--- src/rtl/mem_wb_stage_pkg.sv ---
// rtl/mem_wb_stage_pkg.sv - shared widths, pipeline wait-state encoding and helpers
//
// Purpose:
//    Common definitions for the MEM/WB stage and any future pipeline wait logic
//    (for example an IF-side instruction-memory wait controller).
//
// Contents:
//    WORD_LEN_DEF           default datapath width
//    REG_FILE_ADDR_LEN_DEF  default register-file index width
//    TIMEOUT_DEF            default maximum stall cycles before mem_err
//    pl_state_e             pipeline wait FSM state (PL_IDLE / PL_WAIT)
//    is_access()            true when the instruction touches data memory
package mem_wb_stage_pkg;

   localparam int WORD_LEN_DEF          = 32;
   localparam int REG_FILE_ADDR_LEN_DEF = 5;
   localparam int TIMEOUT_DEF           = 16;

   // Encoding is fixed so other wait controllers can share it.
   typedef enum logic {
      PL_IDLE = 1'b0,
      PL_WAIT = 1'b1
   } pl_state_e;

   function automatic logic is_access(input logic rd_en, input logic wr_en);
      return rd_en | wr_en;
   endfunction

endpackage

--- src/rtl/mem_wb_stage_if.sv ---
// rtl/mem_wb_stage_if.sv - MEM-stage to register-file bus of the MEM/WB stage
//
// Purpose:
//    Bundles the control/data arriving from the MEM stage together with the
//    register-file write port and pipeline status returned by the MEM/WB stage.
//
// Signals:
//    WB_EN_in     MEM -> stage   instruction in MEM writes a register
//    MEM_R_EN     MEM -> stage   instruction in MEM is a load
//    MEM_W_EN     MEM -> stage   instruction in MEM is a store
//    dest_in      MEM -> stage   destination register index
//    ALU_res      MEM -> stage   ALU result / address
//    dataMem_out  MEM -> stage   load data, valid when mem_ready=1
//    mem_ready    MEM -> stage   data memory completes its access this cycle
//    WB_EN        stage -> RF    register-file write enable
//    dest         stage -> RF    register-file write index
//    WB_value     stage -> RF    register-file write data
//    mem_stall    stage -> pipe  freeze upstream pipeline registers
//    mem_err      stage -> pipe  sticky data-memory timeout flag
//
// Modports:
//    master  the upstream side (MEM stage / environment)
//    slave   the MEM/WB stage itself
interface mem_wb_stage_if
   import mem_wb_stage_pkg::*;
#(
   parameter int WORD_LEN     = WORD_LEN_DEF,
   parameter int REG_ADDR_LEN = REG_FILE_ADDR_LEN_DEF
);

   logic                    WB_EN_in;
   logic                    MEM_R_EN;
   logic                    MEM_W_EN;
   logic [REG_ADDR_LEN-1:0] dest_in;
   logic [WORD_LEN-1:0]     ALU_res;
   logic [WORD_LEN-1:0]     dataMem_out;
   logic                    mem_ready;

   logic                    WB_EN;
   logic [REG_ADDR_LEN-1:0] dest;
   logic [WORD_LEN-1:0]     WB_value;
   logic                    mem_stall;
   logic                    mem_err;

   modport master (
      output WB_EN_in, MEM_R_EN, MEM_W_EN, dest_in, ALU_res, dataMem_out, mem_ready,
      input  WB_EN, dest, WB_value, mem_stall, mem_err
   );

   modport slave (
      input  WB_EN_in, MEM_R_EN, MEM_W_EN, dest_in, ALU_res, dataMem_out, mem_ready,
      output WB_EN, dest, WB_value, mem_stall, mem_err
   );

endinterface

--- src/rtl/mem_wb_stage_mem_wait.sv ---
// rtl/mem_wb_stage_mem_wait.sv - data-memory wait controller with timeout
//
// Purpose:
//    Tracks an outstanding data-memory access, stalls the pipeline while the
//    memory is not ready and abandons the access after TIMEOUT stall cycles,
//    raising a sticky error flag.
//
// Ports:
//    clk           rising-edge clock
//    rst           asynchronous active-high reset
//    access_i      instruction in MEM is a load or store
//    mem_ready_i   data memory completes the access this cycle
//    mem_stall_o   freeze upstream stages (combinational)
//    abandon_o     this cycle is the timeout exit of a waiting access
//    mem_err_o     sticky timeout flag (registered)
module mem_wait_fsm
   import mem_wb_stage_pkg::*;
#(
   parameter int TIMEOUT = TIMEOUT_DEF
) (
   input  logic clk,
   input  logic rst,
   input  logic access_i,
   input  logic mem_ready_i,
   output logic mem_stall_o,
   output logic abandon_o,
   output logic mem_err_o
);

   localparam int CNT_W = $clog2(TIMEOUT + 1);
   localparam logic [CNT_W-1:0] CNT_ONE   = CNT_W'(1);
   localparam logic [CNT_W-1:0] CNT_LIMIT = CNT_W'(TIMEOUT);

   pl_state_e        state_q;
   logic [CNT_W-1:0] cnt_q;
   logic             mem_err_q;
   logic             at_limit;

   // The counter holds how many stall cycles the current access has already
   // consumed; at the limit the cycle becomes the abandon cycle instead of a
   // further stall.
   assign at_limit = (state_q == PL_WAIT) && (cnt_q == CNT_LIMIT);

   // Gated by rst so an asynchronous reset releases the pipeline in the same
   // instant even if the MEM stage still presents its access.
   assign mem_stall_o = !rst && access_i && !mem_ready_i && !at_limit;
   assign abandon_o   = at_limit && !mem_ready_i;
   assign mem_err_o   = mem_err_q;

   always_ff @(posedge clk or posedge rst) begin
      if (rst) begin
         state_q   <= PL_IDLE;
         cnt_q     <= '0;
         mem_err_q <= 1'b0;
      end else if (state_q == PL_IDLE) begin
         if (access_i && !mem_ready_i) begin
            state_q <= PL_WAIT;
            cnt_q   <= CNT_ONE;
         end
      end else begin
         if (mem_ready_i) begin
            state_q <= PL_IDLE;
            cnt_q   <= '0;
         end else if (at_limit) begin
            state_q   <= PL_IDLE;
            cnt_q     <= '0;
            mem_err_q <= 1'b1;
         end else begin
            cnt_q <= cnt_q + CNT_ONE;
         end
      end
   end

endmodule

--- src/rtl/mem_wb_stage.sv ---
// rtl/mem_wb_stage.sv - MEM/WB pipeline register, writeback mux and memory wait control
//
// Purpose:
//    Sits directly downstream of the MEM stage. Captures the MEM stage's
//    control/data every cycle into the MEM/WB register, drives the register
//    file write port and stalls the pipeline while a data-memory access is
//    outstanding. An access that never completes is abandoned after TIMEOUT
//    stall cycles and flagged on mem_err.
//
// Ports:
//    clk      rising-edge clock
//    rst      asynchronous active-high reset
//    mem_if   slave side of mem_wb_stage_if (MEM-stage inputs, RF write port,
//             mem_stall, mem_err)
//
// Parameters:
//    WORD_LEN      datapath width
//    REG_ADDR_LEN  register-file index width
//    TIMEOUT       maximum stall cycles before mem_err (>= 1)
module mem_wb_stage
   import mem_wb_stage_pkg::*;
#(
   parameter int WORD_LEN     = WORD_LEN_DEF,
   parameter int REG_ADDR_LEN = REG_FILE_ADDR_LEN_DEF,
   parameter int TIMEOUT      = TIMEOUT_DEF
) (
   input  logic          clk,
   input  logic          rst,
   mem_wb_stage_if.slave mem_if
);

   logic access;
   logic mem_stall;
   logic abandon;
   logic mem_err;

   logic                    wb_en_q, wb_en_d;
   logic [REG_ADDR_LEN-1:0] dest_q,  dest_d;
   logic [WORD_LEN-1:0]     alu_q,   alu_d;
   logic [WORD_LEN-1:0]     mem_q,   mem_d;
   logic                    sel_q,   sel_d;

   assign access = is_access(mem_if.MEM_R_EN, mem_if.MEM_W_EN);

   mem_wait_fsm #(
      .TIMEOUT (TIMEOUT)
   ) u_mem_wait (
      .clk         (clk),
      .rst         (rst),
      .access_i    (access),
      .mem_ready_i (mem_if.mem_ready),
      .mem_stall_o (mem_stall),
      .abandon_o   (abandon),
      .mem_err_o   (mem_err)
   );

   // While stalled only the write enable is cleared (bubble); the data fields
   // hold so WB_value stays stable. On the abandon cycle the instruction still
   // leaves MEM but must not write the register file.
   always_comb begin
      wb_en_d = wb_en_q;
      dest_d  = dest_q;
      alu_d   = alu_q;
      mem_d   = mem_q;
      sel_d   = sel_q;
      if (mem_stall) begin
         wb_en_d = 1'b0;
      end else begin
         wb_en_d = mem_if.WB_EN_in && !abandon;
         dest_d  = mem_if.dest_in;
         alu_d   = mem_if.ALU_res;
         mem_d   = mem_if.dataMem_out;
         sel_d   = mem_if.MEM_R_EN;
      end
   end

   always_ff @(posedge clk or posedge rst) begin
      if (rst) begin
         wb_en_q <= 1'b0;
         dest_q  <= '0;
         alu_q   <= '0;
         mem_q   <= '0;
         sel_q   <= 1'b0;
      end else begin
         wb_en_q <= wb_en_d;
         dest_q  <= dest_d;
         alu_q   <= alu_d;
         mem_q   <= mem_d;
         sel_q   <= sel_d;
      end
   end

   assign mem_if.WB_EN     = wb_en_q;
   assign mem_if.dest      = dest_q;
   assign mem_if.WB_value  = sel_q ? mem_q : alu_q;
   assign mem_if.mem_stall = mem_stall;
   assign mem_if.mem_err   = mem_err;

endmodule

--- src/flat_wrapper.sv ---
// flat-port wrapper written by rule: the top's interface ports become plain ports
module mem_wb_stage_flat import mem_wb_stage_pkg::*;
#(
   parameter int WORD_LEN     = WORD_LEN_DEF,
   parameter int REG_ADDR_LEN = REG_FILE_ADDR_LEN_DEF,
   parameter int TIMEOUT      = TIMEOUT_DEF
)
  (clk, rst, mem_if_WB_EN_in, mem_if_MEM_R_EN, mem_if_MEM_W_EN, mem_if_dest_in, mem_if_ALU_res, mem_if_dataMem_out, mem_if_mem_ready, mem_if_WB_EN, mem_if_dest, mem_if_WB_value, mem_if_mem_stall, mem_if_mem_err);
  mem_wb_stage_if #(.WORD_LEN(WORD_LEN), .REG_ADDR_LEN(REG_ADDR_LEN)) mem_if_i ();
  input  logic clk;
  input  logic rst;
  input wire logic [$bits(mem_if_i.WB_EN_in)-1:0] mem_if_WB_EN_in;
  input wire logic [$bits(mem_if_i.MEM_R_EN)-1:0] mem_if_MEM_R_EN;
  input wire logic [$bits(mem_if_i.MEM_W_EN)-1:0] mem_if_MEM_W_EN;
  input wire logic [$bits(mem_if_i.dest_in)-1:0] mem_if_dest_in;
  input wire logic [$bits(mem_if_i.ALU_res)-1:0] mem_if_ALU_res;
  input wire logic [$bits(mem_if_i.dataMem_out)-1:0] mem_if_dataMem_out;
  input wire logic [$bits(mem_if_i.mem_ready)-1:0] mem_if_mem_ready;
  output wire logic [$bits(mem_if_i.WB_EN)-1:0] mem_if_WB_EN;
  output wire logic [$bits(mem_if_i.dest)-1:0] mem_if_dest;
  output wire logic [$bits(mem_if_i.WB_value)-1:0] mem_if_WB_value;
  output wire logic [$bits(mem_if_i.mem_stall)-1:0] mem_if_mem_stall;
  output wire logic [$bits(mem_if_i.mem_err)-1:0] mem_if_mem_err;
  assign mem_if_i.WB_EN_in = mem_if_WB_EN_in;
  assign mem_if_i.MEM_R_EN = mem_if_MEM_R_EN;
  assign mem_if_i.MEM_W_EN = mem_if_MEM_W_EN;
  assign mem_if_i.dest_in = mem_if_dest_in;
  assign mem_if_i.ALU_res = mem_if_ALU_res;
  assign mem_if_i.dataMem_out = mem_if_dataMem_out;
  assign mem_if_i.mem_ready = mem_if_mem_ready;
  assign mem_if_WB_EN = mem_if_i.WB_EN;
  assign mem_if_dest = mem_if_i.dest;
  assign mem_if_WB_value = mem_if_i.WB_value;
  assign mem_if_mem_stall = mem_if_i.mem_stall;
  assign mem_if_mem_err = mem_if_i.mem_err;
  mem_wb_stage #(.WORD_LEN(WORD_LEN), .REG_ADDR_LEN(REG_ADDR_LEN), .TIMEOUT(TIMEOUT)) u_core (.clk(clk), .rst(rst), .mem_if(mem_if_i));
endmodule
--- config.mk ---
export PLATFORM = sky130hd
export DESIGN_NAME = mem_wb_stage_flat
export DESIGN_NICKNAME = d
export VERILOG_FILES = /design/src/rtl/mem_wb_stage_pkg.sv /design/src/rtl/mem_wb_stage_if.sv /design/src/rtl/mem_wb_stage_mem_wait.sv /design/src/rtl/mem_wb_stage.sv /design/src/flat_wrapper.sv
export SDC_FILE = /design/constraint.sdc
export NUM_CORES = 1
export LEC_CHECK = 0
export ABC_AREA = 1
export BUFFER_PORTS_ARGS = -buffer_cell sky130_fd_sc_hd__clkbuf_2
export CAP_MARGIN = 20
export CORE_ASPECT_RATIO = 2
export CORE_MARGIN = 4
export CORE_UTILIZATION = 50
export CTS_BUF_LIST = sky130_fd_sc_hd__clkbuf_4 sky130_fd_sc_hd__clkbuf_8
export DETAILED_ROUTE_END_ITERATION = 7
export GPL_ROUTABILITY_DRIVEN = 1
export PLACE_DENSITY = 0.81
export REMOVE_ABC_BUFFERS = 1
export SYNTH_ARGS = -nofsm -noshare
export SYNTH_HDL_FRONTEND = slang
export SYNTH_HIERARCHICAL = 1
export SYNTH_SLANG_ARGS = --single-unit
--- constraint.sdc ---
create_clock -name clk -period 6.13 [get_ports clk]
set_clock_uncertainty 0.1 [all_clocks]
set_input_delay 0.9195 -clock clk [delete_from_list [all_inputs] [get_ports clk]]
set_output_delay 0.9195 -clock clk [all_outputs]
set_load 0.005 [all_outputs]
==> results.tsv, run 1 <==
stage	metric	value	unit
power_and_ir_drop	p_per_area	269	mW/mm²
layout	layout.cells.non_filler	661	
detailed_routing	wirelength	8080	µm
logic_synthesis	synth-edff-count	0	
floorplanning	core_area	0.00689	mm²
logic_synthesis	synthFlopType	dfrtp_1	
clock_network	htree_levels	3	
logic_synthesis	synth_common_cells	326 x nand2_1, 78 x dfrtp_1, 10 x buf_2, 10 x buf_6, 9 x inv_1	
power_and_ir_drop	max-vdd-ir-drop	0.231	mV
placement	dp_cells	645	
layout	diodes	0	
clock_network	clk_path_buf_depth	2	
power_and_ir_drop	p_leak	0.00259	µW
clock_network	numClockSinks	78	
status	status	finished clean	
sta	fin_crit	3.28	ns
logic_synthesis	netlist_instances	460	
sta	rsz0062_at_grt	false	
clock_network	postCtsHoldBufs	0	
detailed_routing	firstDrtPassIters	4	
detailed_routing	ant_nets	0	
placement	portBuffers	114	
global_routing	antenna_found_initial	0	
clock_network	cts_tree	yes	
layout	layout.nets	643	
sta	period_share	53.5	%
setup_path	crit_arrival	2.26	ns
sta	fmax	305	MHz
setup_path	start_kind	input pin	
logic_synthesis	synth_most_common_cell	nand2_1	
placement	place_congestion	0.867	
detailed_routing	drc	0	
global_routing	gr-total-overflow	0	
setup_path	path_class	input pin to output pin	
layout	fin_area	0.00427	mm²
placement	place_area	0.00407	mm²
detailed_routing	first_iter_violations	178	
detailed_routing	vias	3099	
setup_path	critPathRequiredTime	5.11	ns
setup_path	critPathCaptureType	output pin	
min_path	hp-class	flop to flop	
clock_network	cts_resized	0	
layout	fin_util	62.0	%
global_routing	grt_max_degree	73	
setup_path	critical_path_peak_fanout	72	
logic_synthesis	ys_ff_latch	78	
floorplanning	pin_count	115	
sta	setup_violations	0	
clock_network	cts_root_buffer	clkbuf_8	
clock_network	post-cts-setup-buffers	0	
detailed_routing	avgRoutedWirePerCell	12.2	µm
global_routing	grtUsageTotal	20.3	%
logic_synthesis	yosysTopAreaCell	dfrtp_1	
layout	drive_above_1_share	25.2	%
floorplanning	die_x	67.5	µm
sta	fin_tns_setup	0	ns
clock_network	clock_latency	0.34	ns
sta	slew_viol_final	0	
logic_synthesis	synth.top_cells.by_area	dfrtp_1 55%, nand2_1 35%, buf_6 3.2%, buf_2 1.4%, inv_1 0.96%	
floorplanning	fp.dieH	127	µm
job	cap_violations	0	
detailed_routing	via_per_inst	4.69	
global_routing	grt_pass1_wl	13100	µm
logic_synthesis	ys_warn_count	6	
global_routing	grt_pass1_vias	2943	
sta	slew_headroom	41.4	%
floorplanning	start_util	51.3	%
logic_synthesis	synth.avg_cell_area	7.68	µm²
clock_network	clkTransAtPathRegs	0.07	ns
layout	syn_to_final_growth	20.8	%
floorplanning	fp.dieArea	0.00856	mm²
sta	max_slew.worst_pin.slew	0.879	ns
logic_synthesis	ys_seq_area_share	55.2	%
logic_synthesis	synth_cell_types	20	
logic_synthesis	synth_top_area_share	55.2	%
logic_synthesis	synth-async-reset-ratio	100	%
logic_synthesis	synthesis.area	0.00353	mm²
placement	hpwl	5490	µm
clock_network	cts_made_buffers	9	
floorplanning	row_count	43	
sta	hold_viol	0	
registers in the layout, indices dropped and copies added (netlist names):
register and cells:
u_core/alu_q 32, u_core/mem_if.WB_EN 1, u_core/mem_if.dest 5, u_core/mem_q 32, u_core/sel_q 1, u_core/u_mem_wait/cnt_q 5
u_core/u_mem_wait/mem_err_o 1, u_core/u_mem_wait/state_q 1
worst max-delay path: stages:
cell      delay (ns)
clkbuf_2        0.08
inv_1           0.10
nand2_1         0.13
nor3_2          0.17
buf_4           0.58
clkbuf_2        0.23
placed cells by master, fill, tap and decap left out:
cell type,n
or2_1,1
a21oi_1,1
or2_2,1
ha_1,2
inv_1,8
dfrtp_1,78
clkbuf_2,114
o22ai_1,1
nor2_1,4
nand2_2,1
bufinv_16,1
inv_6,1
nor3_2,1
clkinv_2,3
nand2_1,326
inv_2,5
clkbuf_4,1
clkbuf_8,11
nor2_2,2
nand3_1,3
nand4_1,2
buf_4,3
xor2_1,1
area by class of cell:
class	count	area, µm²
well taps	90	113
inverters	14	57.6
flip-flops and latches	78	1950
clock inverters	4	45.0
clock buffers	12	159
fillers	696	2620
multi-input cells	346	1350
repair buffers	117	593
metrics by stage:
stage / total power [µW] / setup WS [ns] / hold WS [ns]
2_1_floorplan: 692 / 0.0162 / 0.346
3_3_place_gp: 772 / 2.90 / 0.355
3_5_place_dp: 778 / 2.85 / 0.359
4_1_cts: 1170 / 2.85 / 0.380
5_1_grt: 1220 / 2.74 / 0.399
6_report: 1150 / 2.85 / 0.379
cell families (layout without fill, tap and decap cells):
| kind of cell | Yosys count | after routing | share of synthesized area, % |
|---|---|---|---|
| compound gates | 2 | 2 | 0.319 |
| simple gates | 341 | 341 | 36.8 |
| flops | 78 | 78 | 55.2 |
| buf+inv | 36 | 147 | 6.65 |
| fa+ha+maj | 2 | 2 | 0.708 |
| xor+xnor | 1 | 1 | 0.248 |
worst paths after layout:
path | start | end | slack, ns | depth (start not counted)
min reg2reg | u_core/alu_q[21] | u_core/alu_q[21] | 0.38 | 2
max in group asynchronous | rst | u_core/alu_q[31] | 4.60 | 3
max | mem_if_mem_ready | mem_if_mem_stall | 2.85 | 6
max reg2reg | u_core/u_mem_wait/cnt_q[0] | u_core/alu_q[1] | 3.71 | 9
min in group asynchronous | rst | u_core/u_mem_wait/state_q | 0.43 | 2
min | u_core/alu_q[21] | u_core/alu_q[21] | 0.38 | 2
power by group:
group          total (µW)  switching (µW)  internal (µW)
clock network         385             172            213
logic                 181             108           73.1
registers             585            26.8            558
total                1150             307            844
per-layer routing:
layer | share of wire, % | global-route usage [%]
met3 | 4.9 | 4.07
met4 | 3.4 | 10.8
met1 | 39 | 23.3
met2 | 53 | 34.5
met5 | 0 | 0
Power figures use the tool's default switching activity.
==> run 2, diff against run 1 <==
==> constraint.sdc (replaced) <==
create_clock -name clk -period 3.32 [get_ports clk]
set_clock_uncertainty 0.1 [all_clocks]
set_input_delay 0.498 -clock clk [delete_from_list [all_inputs] [get_ports clk]]
set_output_delay 0.498 -clock clk [all_outputs]
set_load 0.005 [all_outputs]
==> run 2 against run 1 <==
Clock power increased by 97%; routed wire length increased by 3.8%; final cell count increased by 0.45%; sequential power increased by 85%; worst setup slack got worse by 2.0 ns; register-to-register slack got worse by 2.4 ns; largest cell class unchanged; highest routed layer unchanged.
==> results.tsv, run 2 (synthesized netlist as in run 1, its figures left out) <==
stage	metric	value	unit	change
placement	hpwl	5940	µm	+8.2%
setup_path	slowest_delay	0.53	ns	-0.05 ns
layout	syn_to_final_growth	22.5	%	
sta	fin_tns_setup	0	ns	unchanged
sta	fmax	404	MHz	
detailed_routing	via_per_inst	4.81		+2.5%
placement	portBuffers	114		unchanged
global_routing	grt_pass1_vias	3012		+2.3%
global_routing	gr-usage-met3	3.72	%	-0.35 points
global_routing	gr-total-overflow	0		unchanged
floorplanning	die_x	67.5	µm	unchanged
clock_network	cts_tree	yes		
clock_network	cts_resized	0		unchanged
global_routing	grt_max_degree	72		-1.4%
placement	place_congestion	0.809		-6.8%
layout	final_common_cell	nand2_1		
job	cap_violations	0		unchanged
min_path	hp-class	input pin to flop		
sta	fin_crit	2.47	ns	
sta	slew_viol_final	0		unchanged
layout	drive_above_1_share	25.4	%	+0.22 points
global_routing	met2_usage	36.0	%	+1.6 points
detailed_routing	wirelength	8390	µm	+3.8%
placement	dp_cells	647		+0.31%
floorplanning	fp.dieArea	0.00856	mm²	unchanged
setup_path	path_class	input pin to output pin		
setup_path	crit_top_cell	clkbuf_2		
power_and_ir_drop	power	2180	µW	+89%
clock_network	postCtsHoldBufs	1		+1
floorplanning	fp.dieH	127	µm	unchanged
clock_network	numClockSinks	78		unchanged
layout	mostFrequentLayoutCells	326 x nand2_1, 114 x clkbuf_2, 78 x dfrtp_1, 13 x clkbuf_8, 8 x inv_1		
setup_path	rr_endpoint	u_core/mem_q[6]		
layout	diodes	0		unchanged
layout	multi_input_comb_area	0.00135	mm²	unchanged
setup_path	critPathCaptureType	output pin		
sta	period_share	74.5	%	
global_routing	grtUsageTotal	21.2	%	+0.90 points
min_path	min_from	mem_if_dataMem_out[5]		
clock_network	cts_made_buffers	9		unchanged
sta	holdWs	0.238	ns	-0.141 ns
sta	rsz0062_at_grt	false		
clock_network	clock_latency	0.34	ns	about the same
setup_path	rr_worst_depth	8		-1
detailed_routing	firstDrtPassIters	4		unchanged
floorplanning	start_util	51.3	%	unchanged
setup_path	r2r_setup_slack	1.30	ns	-2.41 ns
detailed_routing	drc	0		unchanged
setup_path	critPathTopFamily	buffers and inverters		
global_routing	grt_pass1_wl	13400	µm	+2.7%
power_and_ir_drop	p_leak	0.00261	µW	+0.85%
layout	layout.area.seq	0.00195	mm²	unchanged
setup_path	slowest_stage	dlygate4sd3_1		
layout	nFillCells	671		-3.6%
clock_network	post-cts-setup-buffers	0		unchanged
clock_network	cts_root_buffer	clkbuf_8		
clock_network	clkTransAtPathRegs	0.08	ns	about the same
min_path	hold_path_depth	3		+1
detailed_routing	first_iter_violations	151		-15%
layout	layout.cells.non_filler	664		+0.45%
status	status	finished clean		
power_and_ir_drop	p_per_area	503	mW/mm²	+87%
layout	fin_util	62.9	%	+0.84 points
detailed_routing	ant_nets	0		unchanged
clock_network	htree_levels	3		unchanged
setup_path	crit_arrival	1.87	ns	-0.39 ns
clock_network	clk_path_buf_depth	2		unchanged
setup_path	path_cells	dlygate4sd3_1 -> clkbuf_2 -> nor3_2 -> clkbuf_2		
sta	slew_headroom	54.3	%	+13 points
setup_path	critPathRequiredTime	2.72	ns	-2.39 ns
power_and_ir_drop	max-vdd-ir-drop	0.415	mV	+80%
sta	hold_viol	0		unchanged
global_routing	grt-busiest-layer	met2		
global_routing	antenna_found_initial	0		unchanged
floorplanning	row_count	43		unchanged
setup_path	critical_path_peak_fanout	5		-93%
min_path	min_to	u_core/mem_q[5]		
floorplanning	core_area	0.00689	mm²	unchanged
setup_path	start_kind	input pin		
sta	setup_violations	0		unchanged
sta	max_slew.worst_pin.slew	0.685	ns	-0.194 ns
setup_path	reg2reg_from	u_core/u_mem_wait/cnt_q[0]		
setup_path	critical_path_buf_inv_count	3		-1
setup_path	cp.depth	4		-2
layout	layout.nets	646		+0.47%
layout	reg.largest.list	u_core/alu_q: 32 flops, u_core/mem_q: 32 flops		
global_routing	gr-usage-met1	24.0	%	+0.73 points
setup_path	critPathLaunch	rst		
floorplanning	pin_count	115		unchanged
detailed_routing	avgRoutedWirePerCell	12.6	µm	+3.4%
detailed_routing	vias	3192		+3.0%
-- run 2: changes by cell type in the layout (fill, tap and decap cells not counted) --
cell / change
clkinv_2: -3
clkbuf_8: +2
buf_12: +1
buf_4: +1
clkinvlp_4: +1
dlygate4sd3_1: +1
-- run 2: tightest hold or removal path, stage by stage --
cell      delay [ns]
clkbuf_2        0.08
nand2_1         0.04
nand2_1         0.04
-- run 2: power breakdown --
| group | internal (µW) | switching [µW] |
|---|---|---|
| Sequential | 1030 | 49.3 |
| Clock | 438 | 320 |
| Combinational | 139 | 202 |
| Total | 1610 | 571 |
-- run 2: metal layers --
layer / vias to the layer above / share of wire (%)
li1: 1583 / -
met3: 23 / 5.6
met2: 112 / 55
met4: 0 / 3.5
met5: - / 0
met1: 1474 / 36
-- run 2: worst max path at each step --
stage	endpoint	slack (ns)
after floorplan	u_core/alu_q[0]	-2.38
after global placement	mem_if_mem_stall	1.20
after detailed placement	mem_if_mem_stall	1.19
after CTS	mem_if_mem_stall	0.84
after global routing	mem_if_mem_stall	0.80
final	mem_if_mem_stall	0.85
-- run 2: stage by stage --
stage	instance area (µm²)	setup WS (ns)
floorplan	3360	-2.38
global placement	4100	1.20
detailed placement	4100	1.19
CTS	4330	0.840
global route	4330	0.801
finish	4330	0.847
-- run 2: area by class of cell --
| cell class | count | share of cell area (%) |
|---|---|---|
| clock buffer | 14 | 4.31 |
| inverter | 14 | 1.33 |
| clock inverter | 2 | 0.867 |
| sequential | 78 | 45.1 |
| timing repair buffer | 120 | 14.6 |
| multi-input combinational | 346 | 31.2 |
| tap | 90 | 2.60 |
==> run 3, diff against run 2 <==
==> constraint.sdc (replaced) <==
create_clock -name clk -period 2.3 [get_ports clk]
set_clock_uncertainty 0.1 [all_clocks]
set_input_delay 0.345 -clock clk [delete_from_list [all_inputs] [get_ports clk]]
set_output_delay 0.345 -clock clk [all_outputs]
set_load 0.005 [all_outputs]
==> run 3 against run 2 <==
Routed wire length rose by 6.4%; flip-flop and latch count did not move; first-iteration DRC count rose by 21%; highest routed layer unchanged; non-clock buffer count rose by 6; design area rose by 0.66%; total power rose by 38%; sequential share of layout area fell by 0.27 points; final cell count rose by 0.60%.
==> results.tsv, run 3 (synthesized netlist as in run 1, its figures left out) <==
stage	metric	value	unit	change
global_routing	grt_max_degree	72		unchanged
global_routing	grt_pass1_wl	14100	µm	+4.8%
detailed_routing	wirelength	8930	µm	+6.4%
setup_path	critPathRequiredTime	1.86	ns	-0.86 ns
min_path	hp-class	input pin to flop		
sta	setup_ws	0.0661	ns	-0.781 ns
detailed_routing	drc	0		unchanged
sta	max_slew.worst_pin.slew	0.618	ns	-0.0670 ns
sta	fin_tns_setup	0	ns	unchanged
layout	final_common_cell	nand2_1		
detailed_routing	via_per_inst	4.84		+0.74%
clock_network	htree_levels	3		unchanged
power_and_ir_drop	swShare	27.2	%	+0.98 points
sta	fin_crit	2.23	ns	
layout	drive_above_1_share	26.1	%	+0.69 points
clock_network	cts_root_buffer	clkbuf_8		
setup_path	reg2reg_from	u_core/u_mem_wait/cnt_q[0]		
power_and_ir_drop	power_frac_comb	17.5	%	+1.9 points
setup_path	rr_worst_depth	10		+2
global_routing	grt_pass1_vias	3162		+5.0%
power_and_ir_drop	p_per_area	689	mW/mm²	+37%
power_and_ir_drop	switchingPower	817	µW	+43%
sta	slew_headroom	58.7	%	+4.5 points
min_path	hold_path_depth	3		unchanged
clock_network	cts_made_buffers	9		unchanged
setup_path	critPathCaptureType	output pin		
sta	slew_viol_final	0		unchanged
clock_network	clock_latency	0.34	ns	about the same
setup_path	slowest_delay	0.41	ns	-0.12 ns
power_and_ir_drop	max-vdd-ir-drop	0.486	mV	+17%
power_and_ir_drop	p_leak	0.00263	µW	+0.69%
detailed_routing	vias	3235		+1.3%
min_path	min_from	mem_if_ALU_res[5]		
setup_path	slowest_stage	dfrtp_1		
global_routing	grtUsageTotal	21.9	%	+0.75 points
power_and_ir_drop	pwr-share-clk	30.5	%	-4.3 points
clock_network	cts_tree	yes		
setup_path	critical_path_peak_fanout	19		+14
layout	diodes	0		unchanged
layout	reg.largest.list	u_core/alu_q: 32 flops, u_core/mem_q: 32 flops		
placement	place_congestion	0.850		+5.0%
layout	mostFrequentLayoutCells	326 x nand2_1, 114 x clkbuf_2, 77 x dfrtp_1, 12 x clkbuf_8, 9 x buf_4		
setup_path	crit_arrival	1.79	ns	-0.08 ns
floorplanning	row_count	43		unchanged
clock_network	clk_path_buf_depth	2		unchanged
clock_network	clkTransAtPathRegs	0.07	ns	about the same
layout	nFillCells	653		-2.7%
layout	syn_to_final_growth	23.3	%	
floorplanning	start_util	51.3	%	unchanged
status	status	finished clean		
power_and_ir_drop	p_seq_share	52.0	%	+2.4 points
detailed_routing	ant_nets	0		unchanged
global_routing	gr-total-overflow	0		unchanged
setup_path	critPathLaunch	u_core/u_mem_wait/cnt_q[0]		
power_and_ir_drop	internal_power	2190	µW	+36%
sta	period_share	97.1	%	
floorplanning	fp.dieH	127	µm	unchanged
placement	portBuffers	114		unchanged
sta	setup_violations	0		unchanged
detailed_routing	firstDrtPassIters	4		unchanged
setup_path	path_cells	inv_1 -> ha_1 -> nand3_1 -> nor2_4 -> nor3_4 -> buf_12 -> clkbuf_2		
sta	hold_viol	0		unchanged
placement	hpwl	6100	µm	+2.6%
setup_path	path_class	flop to output pin		
floorplanning	fp.dieArea	0.00856	mm²	unchanged
detailed_routing	first_iter_violations	183		+21%
sta	fmax	448	MHz	
floorplanning	pin_count	115		unchanged
floorplanning	core_area	0.00689	mm²	unchanged
global_routing	antenna_found_initial	0		unchanged
placement	pre_cts_ws	0.229	ns	-0.963 ns
detailed_routing	avgRoutedWirePerCell	13.4	µm	+5.8%
setup_path	start_kind	flop		
floorplanning	die_x	67.5	µm	unchanged
job	cap_violations	0		unchanged
clock_network	numClockSinks	78		unchanged
layout	layout.nets	652		+0.93%
==> run 3: final timing paths <==
path,to,slack [ns]
min reg2reg,u_core/u_mem_wait/mem_err_o,0.37
max in group asynchronous,u_core/mem_q[2],1.13
min,u_core/alu_q[5],0.09
max,mem_if_mem_stall,0.07
min in group asynchronous,u_core/u_mem_wait/cnt_q[4],0.46
max reg2reg,u_core/alu_q[26],0.14
==> run 3: layer usage <==
metal  share of wire, %  vias up  global-route usage (%)
li1                   -     1596                       -
met1                 37     1502                    25.4
met2                 54      108                    36.0
met3                5.2       29                    4.78
met4                4.3        0                    13.3
met5                  0        -                       0
==> run 3: worst max-delay path: cells and delay by family, from the launching register on <==
family / cells / cell delay, ns
adders and majority gates: 1 / 0.21
buffers and inverters: 3 / 0.41
DFF: 1 / 0.41
and+or+nand+nor: 3 / 0.42
==> run 3: per-stage QoR <==
stage	hold slack (ns)	std cells	total power [µW]	utilization (%)	cell area (µm²)
2_1_floorplan	0.0484	438	1840	-	3360
3_3_place_gp	0.252	647	2070	59.5	4100
3_5_place_dp	0.236	647	2090	59.5	4100
4_1_cts	0.0762	663	3020	62.4	4300
5_1_grt	0.0783	668	3180	63.3	4360
6_report	0.0935	668	3000	63.3	4360
==> run 3: what timing repair did <==
| action | CTS | global route |
|---|---|---|
| endpoints found under the setup margin | 1 | 1 |
| hold buffers | 1 | 0 |
| endpoints found under the hold margin | 7 | 0 |
| buffers inserted | 1 | 4 |
| gates cloned | 0 | 1 |
| pin swaps | 1 | 1 |
| gates resized for setup | 1 | 2 |
==> run 3: layout make-up <==
cell class	instances	area (µm²)	area share, %
Sequential cell	78	1950	44.8
Multi-Input combinational cell	346	1360	31.3
Clock buffer	13	173	3.96
Tap cell	90	113	2.58
Clock inverter	1	5.00	0.115
Inverter	14	57.6	1.32
Timing Repair Buffer	126	693	15.9
==> run 3: power groups by stage <==
stage / clock [µW] / sequential [µW] / combinational (µW)
final: 918 / 1560 / 525
after global routing: 1010 / 1570 / 602
after CTS: 949 / 1560 / 511
after detailed placement: 0 / 1580 / 504
after global placement: 0 / 1580 / 491
after floorplan: 0 / 1580 / 266
